==> config.mk <==
export PLATFORM = sky130hd
export DESIGN_NAME = hazard_tag_pipe
export DESIGN_NICKNAME = d
export VERILOG_FILES = /design/src/rtl/hazard_tag_pipe.sv
export SDC_FILE = /design/constraint.sdc
export NUM_CORES = 1
export LEC_CHECK = 0
export ABC_AREA = 1
export CAP_MARGIN = 20
export CORE_ASPECT_RATIO = 0.5
export CORE_MARGIN = 3
export CORE_UTILIZATION = 46
export CTS_BUF_LIST = sky130_fd_sc_hd__clkbuf_8
export DETAILED_ROUTE_END_ITERATION = 12
export PLACE_DENSITY_LB_ADDON = 0.15
export SETUP_SLACK_MARGIN = 0.4
export SLEW_MARGIN = 20
export SYNTH_ARGS = -nofsm -noshare
export SYNTH_HDL_FRONTEND = slang
export SYNTH_SLANG_ARGS = --single-unit
==> constraint.sdc <==
create_clock -name clk -period 1.7 [get_ports clk]
set_input_delay 0.17 -clock clk [delete_from_list [all_inputs] [get_ports clk]]
set_output_delay 0.17 -clock clk [all_outputs]
set_load 0.05 [all_outputs]
==> src/rtl/hazard_tag_pipe.sv <==
// hazard_tag_pipe
//
// Producer side of the operand-forwarding path. Carries destination-register
// tags through the ID/EX, EX/MEM and MEM/WB stages for the forwarding
// comparator. Also detects load-use hazards, applies branch flushes and memory
// stalls to the tag pipeline, and drives the PC/IF-ID hold and flush controls.
//
// Optional feature: define MULDIV_STALL_EN to hold a mul/div instruction in EX
// for MULDIV_LAT cycles in total. Without the macro, ID_MulDiv is ignored.
//
// Ports:
//   clk, rst                      clock (rising edge), async active-high reset
//   ID_RS1, ID_RS2, ID_RD         register fields of the instruction in ID
//   ID_RegWrite, ID_MemRead,
//   ID_MulDiv                     decoded controls of the ID instruction
//   EX_BranchTaken                branch/jump in EX redirects fetch
//   MEM_Stall                     data memory not ready, freeze the whole pipe
//   IDEX_RS/RT/RD, IDEX_RegWrite,
//   IDEX_MemRead                  ID/EX tags
//   EXMEM_RD, EXMEM_RegWrite      EX/MEM tags
//   MEMWB_RD, MEMWB_RegWrite      MEM/WB tags
//   Stall                         hold PC and IF/ID (combinational)
//   IFID_Flush                    squash IF/ID (combinational)

module hazard_tag_pipe #(
    parameter int MULDIV_LAT = 4
) (
    input  logic       clk,
    input  logic       rst,
    input  logic [4:0] ID_RS1,
    input  logic [4:0] ID_RS2,
    input  logic [4:0] ID_RD,
    input  logic       ID_RegWrite,
    input  logic       ID_MemRead,
    input  logic       ID_MulDiv,
    input  logic       EX_BranchTaken,
    input  logic       MEM_Stall,
    output logic [4:0] IDEX_RS,
    output logic [4:0] IDEX_RT,
    output logic [4:0] IDEX_RD,
    output logic       IDEX_RegWrite,
    output logic       IDEX_MemRead,
    output logic [4:0] EXMEM_RD,
    output logic [4:0] MEMWB_RD,
    output logic       EXMEM_RegWrite,
    output logic       MEMWB_RegWrite,
    output logic       Stall,
    output logic       IFID_Flush
);

    // An x0 destination never produces an asserted RegWrite tag, so the
    // downstream comparators need not mask x0.
    logic id_regwrite;
    assign id_regwrite = ID_RegWrite && (ID_RD != 5'd0);

    // IDEX_RegWrite already excludes x0, so a load to x0 never stalls.
    logic load_use;
    assign load_use = IDEX_MemRead && IDEX_RegWrite &&
                      ((IDEX_RD == ID_RS1) || (IDEX_RD == ID_RS2));

    logic busy;

`ifdef MULDIV_STALL_EN
    localparam int CW = (MULDIV_LAT > 1) ? $clog2(MULDIV_LAT) : 1;
    localparam logic [CW-1:0] CNT_LOAD = CW'(MULDIV_LAT - 1);

    logic [CW-1:0] count;
    assign busy = (count != '0);
`else
    assign busy = 1'b0;

    // Inputs unused in this build are folded into one sink.
    logic unused_muldiv;
    assign unused_muldiv = ID_MulDiv ^ (MULDIV_LAT == 0);
`endif

    // Priority: memory stall, branch flush, mul/div busy, load-use, advance.
    assign Stall      = !rst && (MEM_Stall || (!EX_BranchTaken && (busy || load_use)));
    assign IFID_Flush = !rst && !MEM_Stall && EX_BranchTaken;

    always_ff @(posedge clk or posedge rst) begin
        if (rst) begin
            IDEX_RS        <= 5'd0;
            IDEX_RT        <= 5'd0;
            IDEX_RD        <= 5'd0;
            IDEX_RegWrite  <= 1'b0;
            IDEX_MemRead   <= 1'b0;
            EXMEM_RD       <= 5'd0;
            EXMEM_RegWrite <= 1'b0;
            MEMWB_RD       <= 5'd0;
            MEMWB_RegWrite <= 1'b0;
`ifdef MULDIV_STALL_EN
            count          <= '0;
`endif
        end else if (MEM_Stall) begin
            // Whole pipe frozen, including the mul/div counter.
        end else begin
            MEMWB_RD       <= EXMEM_RD;
            MEMWB_RegWrite <= EXMEM_RegWrite;
            if (!EX_BranchTaken && busy) begin
                // Mul/div still executing: ID/EX holds, EX/MEM takes a bubble.
                EXMEM_RD       <= 5'd0;
                EXMEM_RegWrite <= 1'b0;
`ifdef MULDIV_STALL_EN
                count          <= count - 1'b1;
`endif
            end else begin
                EXMEM_RD       <= IDEX_RD;
                EXMEM_RegWrite <= IDEX_RegWrite;
                if (EX_BranchTaken || load_use) begin
                    IDEX_RS       <= 5'd0;
                    IDEX_RT       <= 5'd0;
                    IDEX_RD       <= 5'd0;
                    IDEX_RegWrite <= 1'b0;
                    IDEX_MemRead  <= 1'b0;
`ifdef MULDIV_STALL_EN
                    count         <= '0;
`endif
                end else begin
                    IDEX_RS       <= ID_RS1;
                    IDEX_RT       <= ID_RS2;
                    IDEX_RD       <= ID_RD;
                    IDEX_RegWrite <= id_regwrite;
                    IDEX_MemRead  <= ID_MemRead;
`ifdef MULDIV_STALL_EN
                    count         <= ID_MulDiv ? CNT_LOAD : '0;
`endif
                end
            end
        end
    end

endmodule

==> implementation parameters <==
Parameter                              Value

Logic synthesis
  Main combinational cell family by area after synthesis    simple AND/OR/NAND/NOR gates
  Synth warnings    0
  Unique masters post-synth    17
  Mean cell area of the mapped netlist    7.24 um^2
  Post-synthesis simple-gate area fraction    between 30 and 40%
  Cell area after synthesis    around 1500 um^2
  Share of the yosys chip area belonging to registers    between 40 and 50%
  Share of the synthesized area in compound gates (AO/OA/AOI/OAI)    3.15%
  Adder-cell share of the synthesized area    0%
  Multiplexer area fraction after synthesis    0%
  Syn Nets    around 230
  Xor and xnor area share after synthesis    approximately 1.2%
  Post-synthesis instance total    203
  Number of flip-flops and latches in the synthesized netlist    29

STA
  Final count of negative-setup-slack endpoints    1
  Max transition margin    73.7%
  Transition time at the pin with the least slew margin    395 ps
  Clock Skew    3.21 ps
  Count of pins over their slew limit    0
  Final hold vios    0
  Min setup slack post-route    -19.3 ps
  Accumulated negative setup slack    -19.3 ps
  Share of the clock period used by the worst path    101%
  Minimum clock period after layout    roughly 1700 ps
  Max Clock Freq    slightly below 600 MHz
  RSZ-0062 raised after global routing    true

Die
  Number of core rows    13
  Overall die height    around 46 um
  Total die area    3950 um^2
  Die width    around 86 um
  Area of the placeable core    approximately 2800 um^2
  Number of top-level pins    53
  Starting Density    52.2%

Worst setup path
  Crit-path leading delay family    simple AND/OR/NAND/NOR gates
  Data required, critical path    ~1500 ps
  Startpoint Class    register
  Critical path endpoint category    output pin
  Buffering stage count on the worst path with inverters included    1
  Data arrival time of the worst path    approximately 1600 ps
  CP max stage cell    dfrtp_2
  Critical Setup Path Class    reg -> out
  Worst-path maximum fanout    6
  Ordered list of cells on the worst path    nor2_2, nor2_1, nor2_1, nand3_1, nand2_2, nand2_4, a21oi_4, buf_12
  Most repeated library cell on the critical path    nor2_1
  Delay contributed by the slowest stage of the critical path    between 400 and 500 ps

Status
  Result of the run    complete, but fails checks
  Violated checks    negative setup slack

Routing
  First-iteration detailed-routing DRC count    a little over 70
  Count of antenna-violating nets left after detailed routing    0
  DRT Wirelength    ~4100 um
  Total number of vias    1473
  Average routed wire per standard cell    13.5 um
  Initial DRT Pass Iterations    4
  Avg Vias per Cell    ~4.9
  Residual DRC    0

Power and ir drop
  Power density over the cells    about 860 nW/um^2
  Leakage component of the power    between 1 and 1.5 nW
  Highest ir drop seen on vdd    ~0.57 mV

Global routing
  Antenna violations before repair    0
  Global router's overall resource usage    roughly a fifth
  Grt total ovfl    0
  Largest net degree at the start of global routing    30
  Vias in the first global route    approximately 1300
  Wire length of the first global-routing pass    between 6000 and 7000 um

CTS
  Root buffer selected by CTS    clkbuf_8
  Post-CTS clock slew at the launch and capture registers of the worst setup and hold paths    roughly 60 ps
  Clock insertion delay at the later pin of the skew report    280 ps
  Buffer depth of the longest clock path    2
  CTS buffer count    5
  CTS tree    built
  Clock sink count    29
  Maximum level of the CTS H-tree    2

Hold path
  Tightest Hold Check Type    in -> async

Place
  Port bufs    just over 50
  Post-detail-place hpwl    ~2700 um
  Final Wtd Congestion    approximately 0.8

Layout
  Number of fill cells in the layout    around 190
  Leading cell type in the layout, fill and taps excluded    nand2_1
  Most used cells in the layout excluding fill and tap cells    nand2_1 (78), dfrtp_1 (24), inv_1 (24)
  Share of the core filled with cells    between 70 and 80%
  Final antenna diode count    0
  Number of nets in the final layout    ~290
  Layout cell share with drive strength beyond 1    between 30% and 40%
  Layout-stage area growth over the synthesis result    52.8%

Run
  Max Cap Violations    0
[registers in the layout, summed over array words and instances, names as in the netlist, 5 cells and up]
signal and cells:
EXMEM_RD 5, IDEX_RT 5, MEMWB_RD 5, IDEX_RD 5, IDEX_RS 5
[cell usage after synthesis]
cell type | count | area [um^2]
a21oi_4 | 1 | 16.3
buf_1 | 2 | 7.51
buf_2 | 2 | 10.0
buf_4 | 1 | 7.51
buf_6 | 2 | 22.5
clkbuf_1 | 1 | 3.75
dfrtp_1 | 29 | 726
inv_1 | 22 | 82.6
inv_2 | 5 | 18.8
nand2_1 | 83 | 312
nand2_2 | 1 | 6.26
nand2_4 | 1 | 11.3
nand3_1 | 21 | 105
nor2_1 | 22 | 82.6
nor3_1 | 2 | 10.0
o21ai_0 | 6 | 30.0
xnor2_1 | 2 | 17.5
[cells by family (layout without fill, tap and decap cells)]
logic type      after synthesis  after routing
simple gates                130            130
buf+inv                      35             97
flops                        29             29
compound gates                7              7
xor+xnor                      2              2
[power breakdown]
part	total [W]	switching [W]	internal, W
combinational	0.000593	0.000401	0.000192
clock	0.000527	0.000255	0.000272
sequential	0.000801	0.0000483	0.000753
total	0.00192	0.000704	0.00122
[repair_timing]
| item | 4_1_cts | 5_1_grt |
|---|---|---|
| resized for setup | 38 | 31 |
| hold buffers | 0 | 0 |
| endpoints found under the setup margin | 31 | 26 |
| setup buffers | 1 | 1 |
| pin swaps | 0 | 9 |
| cloned | 1 | 0 |
[layer usage]
layer	GRT usage [%]	routed length (um)
met1	29.1	1790
met2	32.8	1970
met3	5.78	298
met4	5.99	8
met5	0	0
[worst paths after layout]
check	start	end	slack, ps	cells after the start
setup / recovery	IDEX_RD[0]	Stall	-20	8
setup reg to reg	IDEX_RD[0]	IDEX_RT[4]	210	10
max in group asynchronous	rst	IDEX_RD[0]	940	3
min in group clk	MEMWB_RegWrite	MEMWB_RegWrite	480	2
hold / removal	rst	EXMEM_RD[0]	460	3
hold reg to reg	MEMWB_RegWrite	MEMWB_RegWrite	480	2
[tightest hold or removal path: cells and delay by family]
family,cells,cell delay [ps]
buffers and inverters,3,980
[metrics by stage]
stage	hold WS (ps)	power (W)	cells	cell area [um^2]	setup slack, ps
final	459	0.00192	302	2240	-19.3
after global routing	502	0.00201	302	2240	-120
after CTS	463	0.00192	301	2180	-14.9
after detailed placement	467	0.00140	291	2040	34.9
after global placement	462	0.00139	291	2040	35.0
after floorplan	82.3	0.00118	203	1490	55.4
[final cells by class]
class | instances | area, um^2 | area share [%]
clock buffer | 5 | 68.8 | 3.07
clock inverter | 3 | 11.3 | 0.502
inverter | 27 | 105 | 4.68
multi-input combinational | 139 | 697 | 31.0
sequential | 29 | 732 | 32.6
tap | 37 | 46.3 | 2.06
timing repair buffer | 62 | 584 | 26.0
Power figures use the tool's default switching activity.
